--- src/rtl/conv33_stream_ctrl_pkg.sv ---
// Shared types for the 3x3 convolution stream controller: FSM states,
// kernel size and the window tag carried through the latency-matching delay line.
package conv33_ctrl_pkg;

    typedef enum logic [1:0] {
        IDLE   = 2'd0,
        STREAM = 2'd1,
        DRAIN  = 2'd2,
        DONE   = 2'd3
    } ctrl_state_t;

    localparam int KSIZE     = 3;
    // Tag coordinates are sized for the largest supported image edge (up to 2^16 - 1 pixels).
    localparam int TAG_DIM_W = 16;

    typedef struct packed {
        logic                 valid;
        logic [TAG_DIM_W-1:0] x;
        logic [TAG_DIM_W-1:0] y;
    } win_tag_t;

endpackage

--- src/rtl/conv33_stream_ctrl_if.sv ---
// Host-side handshake plus datapath strobes of the conv33 stream controller.
// master = host sequencer / datapath side, slave = controller.
interface conv33_stream_ctrl_if #(
    parameter int CW = 6,
    parameter int RW = 6
);
    logic          start;
    logic          busy;
    logic          done;
    logic          in_inst_input_read_valid;
    logic          out_inst_output_write_en;
    logic [CW-1:0] out_x;
    logic [RW-1:0] out_y;

    modport master (
        output start,
        input  busy,
        input  done,
        input  in_inst_input_read_valid,
        input  out_inst_output_write_en,
        input  out_x,
        input  out_y
    );

    modport slave (
        input  start,
        output busy,
        output done,
        output in_inst_input_read_valid,
        output out_inst_output_write_en,
        output out_x,
        output out_y
    );
endinterface

--- src/rtl/conv33_stream_ctrl_delay.sv ---
// Fixed-depth register delay line with synchronous reset to zero; depth 0 is a wire.
// Aligns the window tag with the datapath's input register latency.
module ctrl_delay_line
    import conv33_ctrl_pkg::*;
#(
    parameter int DEPTH = 1,
    parameter int WIDTH = $bits(win_tag_t)
) (
    input  logic             clk,
    input  logic             reset,
    input  logic [WIDTH-1:0] din,
    output logic [WIDTH-1:0] dout
);

    generate
        if (DEPTH == 0) begin : g_pass
            logic unused_clk_rst;
            assign unused_clk_rst = clk ^ reset;
            assign dout = din;
        end else begin : g_pipe
            logic [WIDTH-1:0] pipe_q [DEPTH];
            logic [WIDTH-1:0] pipe_d [DEPTH];

            always_comb begin
                pipe_d[0] = din;
                for (int i = 1; i < DEPTH; i++) begin
                    pipe_d[i] = pipe_q[i-1];
                end
            end

            always_ff @(posedge clk) begin
                for (int i = 0; i < DEPTH; i++) begin
                    if (reset) begin
                        pipe_q[i] <= '0;
                    end else begin
                        pipe_q[i] <= pipe_d[i];
                    end
                end
            end

            assign dout = pipe_q[DEPTH-1];
        end
    endgenerate

endmodule

--- src/rtl/conv33_stream_ctrl.sv ---
// Frame sequencer for the naive 3x3 convolution datapath: streams one raster image
// at one pixel per cycle and strobes write_en only for complete 3x3 windows.
module conv33_stream_ctrl
    import conv33_ctrl_pkg::*;
#(
    parameter int IMG_W  = 64,
    parameter int IMG_H  = 64,
    parameter int IN_LAT = 1,
    parameter int CW     = $clog2(IMG_W),
    parameter int RW     = $clog2(IMG_H)
) (
    input  logic                clk,
    input  logic                reset,
    conv33_stream_ctrl_if.slave ctrl
);

    localparam int DCW = (IN_LAT > 1) ? $clog2(IN_LAT) : 1;

    ctrl_state_t    state_q, state_d;
    logic [CW-1:0]  col_q, col_d;
    logic [RW-1:0]  row_q, row_d;
    logic [DCW-1:0] drain_q, drain_d;
    logic           rv_q, rv_d;
    logic           busy_q, busy_d;
    logic           done_q, done_d;
    win_tag_t       tag_q, tag_d;
    win_tag_t       tag_dly;
    logic           last_pix;
    logic [CW-1:0]  x_rel;
    logic [RW-1:0]  y_rel;

    always_comb begin
        state_d  = state_q;
        col_d    = col_q;
        row_d    = row_q;
        drain_d  = drain_q;
        last_pix = (col_q == CW'(IMG_W - 1)) && (row_q == RW'(IMG_H - 1));

        case (state_q)
            IDLE: begin
                col_d = '0;
                row_d = '0;
                if (ctrl.start) begin
                    state_d = STREAM;
                end
            end
            STREAM: begin
                if (col_q == CW'(IMG_W - 1)) begin
                    col_d = '0;
                    row_d = row_q + 1'b1;
                end else begin
                    col_d = col_q + 1'b1;
                end
                if (last_pix) begin
                    col_d = '0;
                    row_d = '0;
                    if (IN_LAT == 0) begin
                        state_d = DONE;
                    end else begin
                        state_d = DRAIN;
                        drain_d = DCW'(IN_LAT - 1);
                    end
                end
            end
            DRAIN: begin
                if (drain_q == '0) begin
                    state_d = DONE;
                end else begin
                    drain_d = drain_q - 1'b1;
                end
            end
            DONE:    state_d = IDLE;
            default: state_d = IDLE;
        endcase

        rv_d   = (state_d == STREAM);
        busy_d = (state_d == STREAM) || (state_d == DRAIN);
        done_d = (state_d == DONE);

        // Tag is computed for the pixel read next cycle, so it lines up with rv_q.
        x_rel = col_d - CW'(KSIZE - 1);
        y_rel = row_d - RW'(KSIZE - 1);
        tag_d = '0;
        if ((state_d == STREAM) && (col_d >= CW'(KSIZE - 1)) && (row_d >= RW'(KSIZE - 1))) begin
            tag_d.valid = 1'b1;
            tag_d.x     = TAG_DIM_W'(x_rel);
            tag_d.y     = TAG_DIM_W'(y_rel);
        end
    end

    always_ff @(posedge clk) begin
        if (reset) begin
            state_q <= IDLE;
            col_q   <= '0;
            row_q   <= '0;
            drain_q <= '0;
            rv_q    <= 1'b0;
            busy_q  <= 1'b0;
            done_q  <= 1'b0;
            tag_q   <= '0;
        end else begin
            state_q <= state_d;
            col_q   <= col_d;
            row_q   <= row_d;
            drain_q <= drain_d;
            rv_q    <= rv_d;
            busy_q  <= busy_d;
            done_q  <= done_d;
            tag_q   <= tag_d;
        end
    end

    ctrl_delay_line #(
        .DEPTH (IN_LAT),
        .WIDTH ($bits(win_tag_t))
    ) u_dly (
        .clk   (clk),
        .reset (reset),
        .din   (tag_q),
        .dout  (tag_dly)
    );

    logic tag_unused;
    assign tag_unused = ^{tag_dly.x[TAG_DIM_W-1:CW], tag_dly.y[TAG_DIM_W-1:RW]};

    assign ctrl.in_inst_input_read_valid = rv_q;
    assign ctrl.busy                     = busy_q;
    assign ctrl.done                     = done_q;
    assign ctrl.out_inst_output_write_en = tag_dly.valid;
    assign ctrl.out_x                    = tag_dly.x[CW-1:0];
    assign ctrl.out_y                    = tag_dly.y[RW-1:0];

endmodule

--- src/flat_wrapper.sv ---
// flat-port wrapper written by rule: the top's interface ports become plain ports
module conv33_stream_ctrl_flat import conv33_ctrl_pkg::*;
#(
    parameter int IMG_W  = 64,
    parameter int IMG_H  = 64,
    parameter int IN_LAT = 1,
    parameter int CW     = $clog2(IMG_W),
    parameter int RW     = $clog2(IMG_H)
)
  (clk, reset, ctrl_start, ctrl_busy, ctrl_done, ctrl_in_inst_input_read_valid, ctrl_out_inst_output_write_en, ctrl_out_x, ctrl_out_y);
  conv33_stream_ctrl_if #(.CW(CW), .RW(RW)) ctrl_i ();
  input  logic clk;
  input  logic reset;
  input wire logic [$bits(ctrl_i.start)-1:0] ctrl_start;
  output wire logic [$bits(ctrl_i.busy)-1:0] ctrl_busy;
  output wire logic [$bits(ctrl_i.done)-1:0] ctrl_done;
  output wire logic [$bits(ctrl_i.in_inst_input_read_valid)-1:0] ctrl_in_inst_input_read_valid;
  output wire logic [$bits(ctrl_i.out_inst_output_write_en)-1:0] ctrl_out_inst_output_write_en;
  output wire logic [$bits(ctrl_i.out_x)-1:0] ctrl_out_x;
  output wire logic [$bits(ctrl_i.out_y)-1:0] ctrl_out_y;
  assign ctrl_i.start = ctrl_start;
  assign ctrl_busy = ctrl_i.busy;
  assign ctrl_done = ctrl_i.done;
  assign ctrl_in_inst_input_read_valid = ctrl_i.in_inst_input_read_valid;
  assign ctrl_out_inst_output_write_en = ctrl_i.out_inst_output_write_en;
  assign ctrl_out_x = ctrl_i.out_x;
  assign ctrl_out_y = ctrl_i.out_y;
  conv33_stream_ctrl #(.IMG_W(IMG_W), .IMG_H(IMG_H), .IN_LAT(IN_LAT), .CW(CW), .RW(RW)) u_core (.clk(clk), .reset(reset), .ctrl(ctrl_i));
endmodule
--- config.mk ---
export PLATFORM = sky130hd
export DESIGN_NAME = conv33_stream_ctrl_flat
export DESIGN_NICKNAME = d
export VERILOG_FILES = /design/src/rtl/conv33_stream_ctrl_pkg.sv /design/src/rtl/conv33_stream_ctrl_if.sv /design/src/rtl/conv33_stream_ctrl_delay.sv /design/src/rtl/conv33_stream_ctrl.sv /design/src/flat_wrapper.sv
export SDC_FILE = /design/constraint.sdc
export NUM_CORES = 1
export LEC_CHECK = 0
export ABC_CLOCK_PERIOD_IN_PS = 5760
export CAP_MARGIN = 20
export CORE_MARGIN = 4
export CORE_UTILIZATION = 47
export CTS_CLUSTER_DIAMETER = 150
export CTS_CLUSTER_SIZE = 14
export DETAILED_ROUTE_END_ITERATION = 8
export GPL_TIMING_DRIVEN = 1
export HOLD_SLACK_MARGIN = 0.05
export PLACE_DENSITY = 0.68
export SLEW_MARGIN = 20
export SYNTH_ARGS = -nofsm -noshare
export SYNTH_HDL_FRONTEND = slang
export SYNTH_SLANG_ARGS = --single-unit
export TNS_END_PERCENT = 10
--- constraint.sdc ---
create_clock -name clk -period 5.76 [get_ports clk]
set_input_delay 0.576 -clock clk [delete_from_list [all_inputs] [get_ports clk]]
set_output_delay 0.576 -clock clk [all_outputs]
set_load 0.05 [all_outputs]
==> run metrics <==
H-tree levels=2; crit share post-route=between 40% and 50%; hpwl dp=2.462 mm; Synth Area in Adders=under 10%; Pint=around 0.00042 W; Post-CTS Setup Bufs=0; number of global-route vias before repair=1387; flip-flop and latch count after synthesis=between 40 and 50; GRT busiest layer=met2; antenna viol nets, final=0; Routed wire per std cell=14.05 um; CTS Hold Buffers Added=0; synthesized area=roughly 1800 um^2; Yosys cell types=between 50 and 60; Critical Path Fanout Max=21; starting DRC count in detailed routing=79; largest family of logic cells by synthesized area=simple AND/OR/NAND/NOR gates; pin count of the biggest net entering global routing=31; Reg power frac=a little under three fifths; Root Buffer=clkbuf_8; GPL Wtd Cong=between 0.8 and 0.9; Synth Area in XOR/XNOR=1.902%; Final Util=roughly 56%; final setup vio count=0; register clock-pin slew on the reported worst setup and hold paths=approximately 0.08 ns; switching pwr=0.0001170 W; clk_skew=between 0.004 and 0.005 ns; Power per Cell Area=257.2 nW/um^2; P&R area growth vs syn=12.91%; Overflow after GRT=0; Compound-Gate Fraction of Synth Area=between 10 and 15%; HP Class=reg2reg; delay-heaviest family, CP=compound AO/OA/AOI/OAI gates; Post-synth EDFFs=0; status=finished clean; 1st-pass router iterations=4; Sink Count=43; Layout fillers=350; Die Span Y=between 70 and 80 um; Critical Path Max Stage Delay=0.80 ns; # DRC=0; Fmax=just under 0.4 GHz; post-cts resize count=0; Async SR Flop Fraction=0%; initial antenna violation count=0; Critical Path RT=slightly below 6 ns; clock buffer depth=2; TritonCTS buffer count=5; IO Count=19; Non-Filler Instances=between 200 and 300; post-synthesis mux area share=less than 1%; final hold vios=0; share of layout cells above drive strength 1=under 10%; slowest CP cell=dfxtp_1; Setup CP Type=reg2reg; synth warn=0; met1 usage=18.41%; Synth Area in Simple Gates=between 20 and 30%; Worst Setup End Kind=flip-flop; worst rel slew slack=a little under a third; Vias per Instance=5.448; leakage power=a little under 0.8 nW; clk_lat worst skew=~0.30 ns; Core Rows=22; DP Area=between 1500 and 2000 um^2; Slew @ Worst Pin=about 1 ns; die area=between 4000 and 5000 um^2; setup TNS=0 ns; commonest cells after routing, fill and taps aside=dfxtp_1 (43), nor2_1 (23), nor2b_1 (22); commonest non-fill, non-tap cell in the layout=dfxtp_1; max cap viols=0; sequential element share of the synthesized area=between 40% and 50%; Post-Synthesis Cells=~190; combinational share of power=4.7%; cell breakdown of the critical path=and2b_1, a41oi_1, ha_1, nor2b_1, o41ai_2, a21o_1, a221oi_1; Tot GR Track Use=around 15%; final antenna diode count=0; Mean Syn Cell Area=~10 um^2; final max-slew violation count=0; peak supply drop=0.1703 mV; Starting Density=between 40% and 50%; chip width=approximately 70 um; RSZ-0062 raised after global routing=no; Net Count, Synth=~200; worst reg2reg setup slack=between 3 and 4 ns; Tmin final=between 2 and 3 ns; global-route wire length before repair=approximately 6.1 mm; met3 GRT Util=~4.8%; fin area=2079 um^2; Layout Nets=about 210; Inst Count DP=between 200 and 250; Worst Path Arrival=roughly 2.8 ns; GR Util met2=about a quarter; Worst Path Buf+Inv=0; number of port buffers=18; routed wire length=around 3.5 mm; switch share=21.86%; clock share of power=between 30 and 40%; core area=about 3700 um^2; crit path launch type=flip-flop; WHS=0.4391 ns; Vias=between 1000 and 1500; main flop type after synthesis=dfxtp_1; CTS tree=built
[area by class of cell]
cell class	count	area [um^2]	area share (%)
well taps	48	60.06	2.888
multi-input cells	130	859.6	41.34
repair buffers	18	180.2	8.664
clock buffers	8	100.1	4.813
inverters	5	18.77	0.9025
flip-flops and latches	43	860.8	41.40
[power groups by stage]
stage          combinational, W  clock, W  sequential [W]
2_1_floorplan         0.0000158         0        0.000312
3_3_place_gp          0.0000252         0        0.000310
3_5_place_dp          0.0000255         0        0.000310
4_1_cts               0.0000256  0.000214        0.000303
5_1_grt               0.0000277  0.000225        0.000303
6_report              0.0000254  0.000207        0.000303
[worst reg2reg max path, stage by stage, from the launching register on]
cell      delay, ns
dfxtp_1        0.80
and2b_1        0.32
a41oi_1        0.32
ha_1           0.19
nor2b_1        0.18
o41ai_2        0.14
a21o_1         0.31
a221oi_1       0.23
[metrics by stage]
step,worst slack [ns],total power [W]
floorplan,3.650,0.0003279
global placement,3.094,0.0003349
detailed placement,3.044,0.0003353
CTS,3.186,0.0005423
global route,2.970,0.0005560
finish,3.196,0.0005349
[per-layer routing]
metal / part of all wire [%] / vias to the layer above
met5: 0 / -
met4: 2.7 / 0
met2: 46 / 37
met1: 46 / 647
met3: 4.7 / 9
li1: - / 680
[registers in the layout (all words and copies together) (netlist names)]
register	flops
u_core.col_q	6
u_core.ctrl.busy	1
u_core.ctrl.done	1
u_core.ctrl.in_inst_input_read_valid	1
u_core.row_q	6
u_core.state_q	2
u_core.tag_q	13
u_core.u_dly.g_pipe.pipe_q	13
[cells in the mapped netlist (3+ instances only)]
master	instances	area [um^2]
nor2b_1	22	137.6
xnor2_1	3	26.28
inv_1	5	18.77
dfxtp_1	43	860.8
nor3_1	4	20.02
nand3_1	7	35.03
a21oi_1	8	40.04
ha_1	5	62.56
o21ai_0	6	30.03
clkbuf_1	3	11.26
and4_2	3	30.03
buf_6	4	45.04
nand4_1	3	18.77
nor2_1	23	86.33
nand2_1	8	30.03
[cell families (layout without fill, tap and decap cells)]
| group | Yosys count | after routing |
|---|---|---|
| AOI/OAI and AO/OA | 33 | 33 |
| buffers and inverters | 15 | 31 |
| xor gates and xnor gates | 4 | 4 |
| and+or+nand+nor | 87 | 87 |
| DFF | 43 | 43 |
| adders and majority gates | 5 | 5 |
| muxes | 1 | 1 |
[final timing paths]
check                     from                           endpoint  cells after the start
max          u_core.state_q[1]                   u_core.tag_q[17]                      7
min           u_core.tag_q[16]  u_core.u_dly.g_pipe.pipe_q[0][16]                      1
max reg2reg  u_core.state_q[1]                   u_core.tag_q[17]                      7
min reg2reg   u_core.tag_q[16]  u_core.u_dly.g_pipe.pipe_q[0][16]                      1
Note: power is estimated with default switching activity, not from simulation.
